**config.mk**
```make
export PLATFORM = sky130hd
export DESIGN_NAME = axi_lite_regfile
export DESIGN_NICKNAME = d
export VERILOG_FILES = /design/src/rtl/axi_lite_pkg.sv /design/src/rtl/axi_lite_wr_chan.sv /design/src/rtl/axi_lite_regfile.sv
export SDC_FILE = /design/constraint.sdc
export NUM_CORES = 1
export LEC_CHECK = 0
export CORE_AREA = 4 4 256 258
export CTS_CLUSTER_DIAMETER = 200
export CTS_CLUSTER_SIZE = 30
export DETAILED_ROUTE_END_ITERATION = 10
export DIE_AREA = 0 0 260 262
export GPL_ROUTABILITY_DRIVEN = 1
export PLACE_DENSITY = 0.54
export SLEW_MARGIN = 10
export SYNTH_ARGS = -nofsm -noshare
export SYNTH_HDL_FRONTEND = slang
export SYNTH_SLANG_ARGS = --single-unit
export TNS_END_PERCENT = 5
```
**constraint.sdc**
```tcl
create_clock -name axi_clk -period 2.7 [get_ports axi_clk]
set_clock_uncertainty 0.1 [all_clocks]
set_input_delay 0.54 -clock axi_clk [delete_from_list [all_inputs] [get_ports axi_clk]]
set_output_delay 0.54 -clock axi_clk [all_outputs]
set_load 0.01 [all_outputs]
```
**src/rtl/axi_lite_pkg.sv**
```systemverilog
`default_nettype none
// ============================================================================
// Module  : axi_lite_pkg
// Purpose : Shared constants, FSM state encodings and a constant-evaluable
//           ceil(log2) helper for the AXI4-Lite register file.
// Ports   : none (package)
// Revision: 1.0 - initial release
// ============================================================================
package axi_lite_pkg;

    localparam logic [1:0] RESP_OKAY   = 2'b00;
    localparam logic [1:0] RESP_SLVERR = 2'b10;

    typedef enum logic [0:0] {
        WR_COLLECT = 1'b0,  // filling the AW / W holding slots
        WR_RESP    = 1'b1   // bvalid high, waiting for bready
    } wr_state_e;

    typedef enum logic [0:0] {
        RD_IDLE = 1'b0,     // arready high
        RD_DATA = 1'b1      // rvalid high, waiting for rready
    } rd_state_e;

    // ceil(log2(value)); clog2(1) = 0.
    function automatic int clog2(input int value);
        int r;
        r = 0;
        while ((1 << r) < value) begin
            r = r + 1;
        end
        return r;
    endfunction

endpackage : axi_lite_pkg
`default_nettype wire

```
**src/rtl/axi_lite_wr_chan.sv**
```systemverilog
`default_nettype none
// ============================================================================
// Module  : axi_lite_wr_chan
// Purpose : AXI4-Lite write side: independent AW and W holding slots, the
//           write-response FSM and the B channel. When both slots are full it
//           raises commit_o for one cycle with the decoded register index,
//           data and byte strobes; the register array answers with
//           commit_ok_i, which selects OKAY or SLVERR for the response.
// Ports   : axi_clk / axi_resetn            clock, async active-low reset
//           axi_aw* / axi_w* / axi_b*       AXI4-Lite write channels
//           commit_o, commit_idx_o,
//           commit_data_o, commit_strb_o    commit request to register array
//           commit_ok_i                     target is an in-range RW register
// Revision: 1.0 - initial release
// ============================================================================
module axi_lite_wr_chan
    import axi_lite_pkg::*;
#(
    parameter int DATA_W   = 32,
    parameter int ADDR_W   = 32,
    parameter int ADDR_LSB = 2,
    parameter int IDX_W    = ADDR_W - ADDR_LSB
) (
    input  logic                axi_clk,
    input  logic                axi_resetn,
    input  logic [ADDR_W-1:0]   axi_awaddr,
    input  logic                axi_awvalid,
    output logic                axi_awready,
    input  logic [DATA_W-1:0]   axi_wdata,
    input  logic [DATA_W/8-1:0] axi_wstrb,
    input  logic                axi_wvalid,
    output logic                axi_wready,
    output logic [1:0]          axi_bresp,
    output logic                axi_bvalid,
    input  logic                axi_bready,
    output logic                commit_o,
    output logic [IDX_W-1:0]    commit_idx_o,
    output logic [DATA_W-1:0]   commit_data_o,
    output logic [DATA_W/8-1:0] commit_strb_o,
    input  logic                commit_ok_i
);

    wr_state_e             state_q, state_d;
    logic                  aw_full_q, aw_full_d;
    logic [IDX_W-1:0]      aw_idx_q, aw_idx_d;
    logic                  w_full_q, w_full_d;
    logic [DATA_W-1:0]     w_data_q, w_data_d;
    logic [DATA_W/8-1:0]   w_strb_q, w_strb_d;
    logic [1:0]            bresp_q, bresp_d;
    logic                  awready_q, awready_d;
    logic                  wready_q, wready_d;

    // Sub-word address bits carry no register selection.
    logic unused_awaddr_lsb;
    assign unused_awaddr_lsb = ^axi_awaddr[ADDR_LSB-1:0];

    always_comb begin
        state_d   = state_q;
        aw_full_d = aw_full_q;
        aw_idx_d  = aw_idx_q;
        w_full_d  = w_full_q;
        w_data_d  = w_data_q;
        w_strb_d  = w_strb_q;
        bresp_d   = bresp_q;
        commit_o  = 1'b0;

        if (axi_awvalid && awready_q) begin
            aw_full_d = 1'b1;
            aw_idx_d  = axi_awaddr[ADDR_W-1:ADDR_LSB];
        end
        if (axi_wvalid && wready_q) begin
            w_full_d = 1'b1;
            w_data_d = axi_wdata;
            w_strb_d = axi_wstrb;
        end

        case (state_q)
            WR_COLLECT: begin
                // The readies are low while a slot is full, so no new
                // handshake can collide with the commit cycle.
                if (aw_full_q && w_full_q) begin
                    commit_o  = 1'b1;
                    bresp_d   = commit_ok_i ? RESP_OKAY : RESP_SLVERR;
                    aw_full_d = 1'b0;
                    w_full_d  = 1'b0;
                    state_d   = WR_RESP;
                end
            end
            WR_RESP: begin
                if (axi_bready) begin
                    state_d = WR_COLLECT;
                end
            end
            default: state_d = WR_COLLECT;
        endcase

        // Readies are registered copies of the next-state acceptance rule.
        awready_d = !aw_full_d && (state_d == WR_COLLECT);
        wready_d  = !w_full_d  && (state_d == WR_COLLECT);
    end

    always_ff @(posedge axi_clk or negedge axi_resetn) begin
        if (!axi_resetn) begin
            state_q   <= WR_COLLECT;
            aw_full_q <= 1'b0;
            aw_idx_q  <= '0;
            w_full_q  <= 1'b0;
            w_data_q  <= '0;
            w_strb_q  <= '0;
            bresp_q   <= RESP_OKAY;
            awready_q <= 1'b0;
            wready_q  <= 1'b0;
        end else begin
            state_q   <= state_d;
            aw_full_q <= aw_full_d;
            aw_idx_q  <= aw_idx_d;
            w_full_q  <= w_full_d;
            w_data_q  <= w_data_d;
            w_strb_q  <= w_strb_d;
            bresp_q   <= bresp_d;
            awready_q <= awready_d;
            wready_q  <= wready_d;
        end
    end

    assign axi_awready   = awready_q;
    assign axi_wready    = wready_q;
    assign axi_bvalid    = (state_q == WR_RESP);
    assign axi_bresp     = bresp_q;
    assign commit_idx_o  = aw_idx_q;
    assign commit_data_o = w_data_q;
    assign commit_strb_o = w_strb_q;

endmodule : axi_lite_wr_chan
`default_nettype wire

```
**src/rtl/axi_lite_regfile.sv**
```systemverilog
`default_nettype none
// ============================================================================
// Module  : axi_lite_regfile
// Purpose : AXI4-Lite slave with NUM_REGS memory-mapped registers. RW
//           registers are written under byte strobes; RO registers (RO_MASK)
//           return hw_rd_in on reads and reject writes with SLVERR, as do
//           out-of-range indices. Read and write paths are independent.
// Ports   : axi_clk / axi_resetn   clock, async active-low reset
//           axi_aw*/w*/b*          write channels (via axi_lite_wr_chan)
//           axi_ar*/r*             read channels
//           reg_out                flat register contents, reg i at
//                                  [i*DATA_W +: DATA_W]
//           hw_rd_in               hardware values for RO registers
//           reg_wr_pulse           one-cycle strobe per successful write
// Revision: 1.0 - initial release
// ============================================================================
module axi_lite_regfile
    import axi_lite_pkg::*;
#(
    parameter int                  DATA_W   = 32,
    parameter int                  ADDR_W   = 32,
    parameter int                  NUM_REGS = 8,
    parameter logic [NUM_REGS-1:0] RO_MASK  = '0
) (
    input  logic                         axi_clk,
    input  logic                         axi_resetn,
    input  logic [ADDR_W-1:0]            axi_awaddr,
    input  logic                         axi_awvalid,
    output logic                         axi_awready,
    input  logic [DATA_W-1:0]            axi_wdata,
    input  logic [DATA_W/8-1:0]          axi_wstrb,
    input  logic                         axi_wvalid,
    output logic                         axi_wready,
    output logic [1:0]                   axi_bresp,
    output logic                         axi_bvalid,
    input  logic                         axi_bready,
    input  logic [ADDR_W-1:0]            axi_araddr,
    input  logic                         axi_arvalid,
    output logic                         axi_arready,
    output logic [DATA_W-1:0]            axi_rdata,
    output logic [1:0]                   axi_rresp,
    output logic                         axi_rvalid,
    input  logic                         axi_rready,
    output logic [NUM_REGS*DATA_W-1:0]   reg_out,
    input  logic [NUM_REGS*DATA_W-1:0]   hw_rd_in,
    output logic [NUM_REGS-1:0]          reg_wr_pulse
);

    localparam int ADDR_LSB = clog2(DATA_W / 8);
    localparam int IDX_W    = ADDR_W - ADDR_LSB;
    localparam int NBYTES   = DATA_W / 8;

    // ------------------------------------------------------------------
    // Write channel
    // ------------------------------------------------------------------
    logic                commit;
    logic [IDX_W-1:0]    commit_idx;
    logic [DATA_W-1:0]   commit_data;
    logic [NBYTES-1:0]   commit_strb;
    logic                commit_ok;

    axi_lite_wr_chan #(
        .DATA_W   (DATA_W),
        .ADDR_W   (ADDR_W),
        .ADDR_LSB (ADDR_LSB),
        .IDX_W    (IDX_W)
    ) u_wr_chan (
        .axi_clk       (axi_clk),
        .axi_resetn    (axi_resetn),
        .axi_awaddr    (axi_awaddr),
        .axi_awvalid   (axi_awvalid),
        .axi_awready   (axi_awready),
        .axi_wdata     (axi_wdata),
        .axi_wstrb     (axi_wstrb),
        .axi_wvalid    (axi_wvalid),
        .axi_wready    (axi_wready),
        .axi_bresp     (axi_bresp),
        .axi_bvalid    (axi_bvalid),
        .axi_bready    (axi_bready),
        .commit_o      (commit),
        .commit_idx_o  (commit_idx),
        .commit_data_o (commit_data),
        .commit_strb_o (commit_strb),
        .commit_ok_i   (commit_ok)
    );

    // ------------------------------------------------------------------
    // Register array
    // ------------------------------------------------------------------
    // Packed so that the flat reg_out layout falls out directly.
    logic [NUM_REGS-1:0][DATA_W-1:0] reg_q, reg_d;
    logic [NUM_REGS-1:0]             pulse_q, pulse_d;

    always_comb begin
        commit_ok = 1'b0;
        reg_d     = reg_q;
        pulse_d   = '0;
        // Matching against every legal index doubles as the range check.
        for (int i = 0; i < NUM_REGS; i++) begin
            if ((commit_idx == IDX_W'(i)) && !RO_MASK[i]) begin
                commit_ok = 1'b1;
                if (commit) begin
                    pulse_d[i] = 1'b1;
                    for (int b = 0; b < NBYTES; b++) begin
                        if (commit_strb[b]) begin
                            reg_d[i][b*8 +: 8] = commit_data[b*8 +: 8];
                        end
                    end
                end
            end
        end
    end

    always_ff @(posedge axi_clk or negedge axi_resetn) begin
        if (!axi_resetn) begin
            reg_q   <= '0;
            pulse_q <= '0;
        end else begin
            reg_q   <= reg_d;
            pulse_q <= pulse_d;
        end
    end

    assign reg_out      = reg_q;
    assign reg_wr_pulse = pulse_q;

    // ------------------------------------------------------------------
    // Read channel
    // ------------------------------------------------------------------
    rd_state_e          rd_state_q, rd_state_d;
    logic               arready_q, arready_d;
    logic [DATA_W-1:0]  rdata_q, rdata_d;
    logic [1:0]         rresp_q, rresp_d;
    logic [IDX_W-1:0]   ar_idx;

    assign ar_idx = axi_araddr[ADDR_W-1:ADDR_LSB];

    // hw_rd_in slices of RW registers and sub-word address bits are unused.
    logic unused_rd_inputs;
    assign unused_rd_inputs = ^{hw_rd_in, axi_araddr[ADDR_LSB-1:0]};

    always_comb begin
        rd_state_d = rd_state_q;
        rdata_d    = rdata_q;
        rresp_d    = rresp_q;
        case (rd_state_q)
            RD_IDLE: begin
                if (axi_arvalid && arready_q) begin
                    // Sampled from reg_q, so a same-edge commit is not seen.
                    rdata_d = '0;
                    rresp_d = RESP_SLVERR;
                    for (int i = 0; i < NUM_REGS; i++) begin
                        if (ar_idx == IDX_W'(i)) begin
                            rresp_d = RESP_OKAY;
                            rdata_d = RO_MASK[i] ? hw_rd_in[i*DATA_W +: DATA_W]
                                                 : reg_q[i];
                        end
                    end
                    rd_state_d = RD_DATA;
                end
            end
            RD_DATA: begin
                if (axi_rready) begin
                    rd_state_d = RD_IDLE;
                end
            end
            default: rd_state_d = RD_IDLE;
        endcase
        arready_d = (rd_state_d == RD_IDLE);
    end

    always_ff @(posedge axi_clk or negedge axi_resetn) begin
        if (!axi_resetn) begin
            rd_state_q <= RD_IDLE;
            arready_q  <= 1'b0;
            rdata_q    <= '0;
            rresp_q    <= RESP_OKAY;
        end else begin
            rd_state_q <= rd_state_d;
            arready_q  <= arready_d;
            rdata_q    <= rdata_d;
            rresp_q    <= rresp_d;
        end
    end

    assign axi_arready = arready_q;
    assign axi_rvalid  = (rd_state_q == RD_DATA);
    assign axi_rdata   = rdata_q;
    assign axi_rresp   = rresp_q;

endmodule : axi_lite_regfile
`default_nettype wire

```
-- Word level (Yosys, flattened, before mapping)
Cells that the tools add are included.
- equal/unequal tests: 14
- mux-type cells: 47
- bitwise logic cells: 4
- reductions and logical operators: 44
- operators by type and width (cell ; number):
    two-way mux 32 bit ; 8
    == test 30 x 3 -> 1 bit (second input constant) ; 8
    == test 30 x 2 -> 1 bit (second input constant) ; 4
    AND reduction 3 bit ; 32
    == test 30 x 1 -> 1 bit (second input constant) ; 2
    logical NOT 30 bit ; 2
    two-way mux 1 bit ; 28
    two-way mux 2 bit ; 9
    logical AND 1 bit ; 6
    inverter 1 bit ; 4
    case mux 1 bit (2 select lines) ; 2
    AND reduction 2 bit ; 2
    logical NOT 1 bit ; 2
- register bits after elaboration: 373
- output and inout port bits: 305
- logic and storage cells: 155

-- Logic depth before layout (Yosys ltp)
- depth after elaboration: 10
- mapped depth: 7

-- Hierarchy
Synthesis repeated with hierarchy kept, for this count alone.
- cell total of the unflattened synthesis: 1198
- area, all modules: 16361.9 sq um
- modules (own cells, without submodules) (module ; times used ; cells an instance ; area each (sq um) ; seq. area each (sq um)):
    axi_lite_regfile ; 1 ; 1038 ; 13594.3 ; 7482.2
    axi_lite_wr_chan ; 1 ; 160 ; 2767.7 ; 1801.7

-- Worst setup path before layout
OpenSTA, ideal clock, no wires.
- path type: register to register
- start: register u_wr_chan.state_q, in the netlist u_wr_chan.axi_bvalid
- end: register reg_q, in the netlist reg_out[160]
- library setup time: 0.125 ns
- arrival: 1.987 ns
- data required time: 2.475 ns
- slack: 0.488 ns
- stages on the path, launching flop included: 8
- buffers on the path: 2
- period minus slack after synthesis: 2.212 ns
- cell sequence: dfrtp_1 > nand3b_1 > nor4_1 > nand4_1 > buf_4 > buf_6 > nor3_4 > mux2_2
- cells in the longest elaborated chain, start to end: 2
- RTL lines (what ; RTL line ; source):
    start: declaration ; axi_lite_wr_chan.sv:43 ; wr_state_e state_q, state_d;
    start signal: assignment ; axi_lite_wr_chan.sv:114 ; state_q <= state_d;
    two-way mux 1 bit ; axi_lite_wr_chan.sv:77 ; case (state_q)
    AND reduction 3 bit (no source line) ; -- ;
    end signal: assignment ; axi_lite_regfile.sv:119 ; reg_q <= reg_d;
    end: declaration ; axi_lite_regfile.sv:91 ; logic [NUM_REGS-1:0][DATA_W-1:0] reg_q, reg_d;
No other way between the ends.
A chain may end at the register's enable or synchronous reset.

-- Worst setup path in the final report
- start: register u_wr_chan.aw_idx_q[7], in the netlist u_wr_chan.commit_idx_o[7]
- end: register reg_q, in the netlist reg_out[109]
- cells in the longest elaborated chain, start to end: 2
- RTL lines (what ; RTL line ; source):
    start: declaration ; axi_lite_wr_chan.sv:45 ; logic [IDX_W-1:0] aw_idx_q, aw_idx_d;
    start signal: assignment ; axi_lite_wr_chan.sv:116 ; aw_idx_q <= aw_idx_d;
    == test 30 x 2 -> 1 bit ; axi_lite_regfile.sv:100 ; if ((commit_idx == IDX_W'(i)) && !RO_MASK[i]) begin
    AND reduction 3 bit (no source line) ; -- ;
No other way between the ends.

==> run_results.csv <==
group,metric,value,unit
synth,synth_ff_type,"dfrtp_1",
floorplanning,fp.dieH,262,microns
placement,dp_hpwl,46.1,mm
synth,async_reset_ff_share,100,%
placement,io_buffer_count,405,
cells_and_area,regArea,9280,sq um
placement,dp_cells,2421,
global_routing,antenna_found_initial,2,
global_routing,grt_max_degree,72,
floorplanning,initial_core_util,25.8,%
flow_run,maxCapViolCount,0,
sta,min_period,2530,ps
cts,cts-root-buf,"clkbuf_16",
detailed_routing,num_vias,11500,
detailed_routing,drt-initial-drc-count,643,
synth,synth.yosys.seq_area_share,57.1,%
cts,cts_tree,"built",
detailed_routing,finalWirelength,62.2,mm
synth,avgSynthCellArea,14.5,sq um
cells_and_area,fin_nets,1957,
sta,period_share,93.6,%
power,p_leak,9.95,nW
sta,slew_headroom,45.8,%
cells_and_area,final_cell_count_no_fill,2442,
sta,fmax,396,MHz
sta,finalHoldViolations,0,
cts,insertion_delay,550,ps
setup_path,critPathMaxFanout,38,
setup_path,crit_type,"reg2reg",
status,status,"finished, final reports clean",
global_routing,grt_pass1_vias,12100,
cts,cts_inserted_buffers,16,
synth,ys_seq_elements,371,
floorplanning,die_x,260,microns
cells_and_area,syn2layout_area_growth,39.4,%
cells_and_area,fillers,6140,
cts,clk_pin_slew,110,ps
power,pwr_density_cell,539,nW/um^2
floorplanning,num_rows,92,
sta,setup_viol,0,
worst_hold_path,hold_path_class,"reg2reg",
cts,htree_levels,1,
cts,cts_sinks,371,
synth,synth_area,16300,sq um
floorplanning,core_region_area,63000,sq um
placement,place_area,22200,sq um
detailed_routing,viasPerCell,4.72,
global_routing,gr-total-overflow,0,
cells_and_area,drive_gt1_share,32.7,%
setup_path,crit_path_end_kind,"register",
synth,synth_edf_count,0,
setup_path,start_kind,"register",
sta,tightestPinTransition,809,ps
setup_path,critPathArrivalTime,2860,ps
sta,rsz0062_at_grt,"false",
synth,yosysTopAreaCell,"dfrtp_1",
setup_path,required,3030,ps
global_routing,grt_pass1_wl,88.1,mm
global_routing,gr-usage-all-layers,17.6,%
placement,gp_congestion,0.834,
power,peakVddDrop,0.000687,V
cts,clock_path_buffers,3,
cells_and_area,fin_area,22700,sq um
synth,synth_top_area_share,57.1,%
sta,slew_violations,0,
setup_path,r2r_slack,170,ps
synth,ys_types,44,
detailed_routing,first_pass_iters,5,
cells_and_area,multi_input_area,6720,sq um
synth,netlist_instances,1118,
sta,holdWs,391,ps
cts,post_cts_buffers,0,
detailed_routing,avgRoutedWirePerCell,25.5,microns
detailed_routing,antenna_left,0,
synth,yosysWarnings,0,
floorplanning,die_area,68100,sq um
detailed_routing,drc,0,
synth,synth.area.top_cells,"dfrtp_1 57%, mux2_2 22%, mux4_2 5.1%",
floorplanning,io_pins,668,
worst paths after layout:
kind / start / cells after the start / to
max: u_wr_chan.commit_idx_o[7] / 8 / reg_out[109]
min: axi_rdata[14] / 2 / axi_rdata[14]
max reg2reg: u_wr_chan.commit_idx_o[7] / 8 / reg_out[109]
min reg2reg: axi_rdata[14] / 2 / axi_rdata[14]
max in group asynchronous: axi_resetn / 3 / u_wr_chan.commit_data_o[9]
min in group asynchronous: axi_resetn / 2 / reg_wr_pulse[2]
final cells by class:
cell class	instances	area share, %
diodes	1	0.0110
repair buffers	505	22.5
inverters	12	0.199
multi-input cells	688	29.7
well taps	846	4.67
clock inverters	2	0.0994
flip-flops and latches	371	41.0
clock buffers	17	1.88
Yosys cell counts (all sizes together), types with 2 or more instances:
cell type / instances
and2: 3
mux2: 323
or2: 3
nand3: 8
o311ai: 2
clkinv: 2
mux2i: 42
dfrtp: 371
buf: 25
inv: 10
o22ai: 6
a221oi: 3
nor4: 20
a211o: 2
o21a: 2
nand2b: 3
a22oi: 9
nor2b: 7
o31ai: 3
a21oi: 2
mux4: 37
a211oi: 9
o21ai: 55
or3: 2
nand2: 69
nor2: 15
nor3: 40
nand4: 3
clkbuf: 23
o311a: 6
o221ai: 5
cell usage in the layout (no fill, tap or decap), types with 2 or more instances in the layout:
cell type,instances
nor3_1,8
o21a_1,2
nor3_2,12
o311ai_0,2
o221ai_1,5
and2_1,2
mux2_2,323
conb_1,2
a21oi_1,2
nor4_1,20
clkbuf_16,17
a211oi_1,9
nor3_4,20
a221oi_1,3
nand4_1,3
nand2b_1,3
a22oi_1,9
o31ai_1,3
mux4_2,37
nand3_1,7
nor2_1,15
or2_2,3
o22ai_1,6
o311a_1,6
inv_8,2
or3_1,2
inv_1,10
clkdlybuf4s50_1,401
nand2_1,69
a211o_1,2
mux2i_1,42
buf_4,77
nor2b_1,7
o21ai_0,55
dfrtp_1,371
buf_12,23
logic make-up after synthesis:
group,share of synthesized area [%]
muxes,30.1
DFF,57.1
and+or+nand+nor,6.99
AOI/OAI and AO/OA,4.16
buffers and inverters,1.62
other,0.0231
critical path: stages (launching register included):
cell and delay [ps]:
dfrtp_1 400, nor4_1 290, buf_4 160, and4_1 180, nand4_1 130, buf_12 280
nor3_2 300, buf_12 180, mux2_2 330
metal layers:
metal | part of all wire (%) | track usage (%) | up-vias
li1 | - | - | 5087
met1 | 45 | 24.5 | 5972
met2 | 43 | 26.7 | 405
met3 | 9.5 | 6.39 | 50
met4 | 1.9 | 3.19 | 2
met5 | 0.019 | 0 | -
power breakdown:
group | internal (mW) | switching [mW] | total (mW)
Clock | 1.17 | 1.82 | 2.99
Combinational | 0.952 | 1.30 | 2.25
Sequential | 6.10 | 0.858 | 6.96
state kept, by name (all words and copies together), names as in the netlist, 4 cells and up:
register	flops
u_wr_chan.commit_strb_o	4
u_wr_chan.commit_idx_o	30
reg_out	256
u_wr_chan.commit_data_o	32
axi_rdata	32
reg_wr_pulse	8
per-stage QoR:
stage	util (%)	power [mW]	setup TNS, ps	worst slack [ps]
final	36.0	12.2	0	174
after CTS	36.0	12.4	0	173
after detailed placement	35.2	9.34	-3510	-235
after global placement	35.2	9.26	-3580	-242
after floorplan	-	7.96	0	488
after global routing	36.0	12.8	0	49.7
what timing repair did:
action	4_1_cts	5_1_grt
endpoints found under the hold margin	60	0
hold buffers	1	0
resized for setup	0	0
Power figures use the tool's default switching activity.
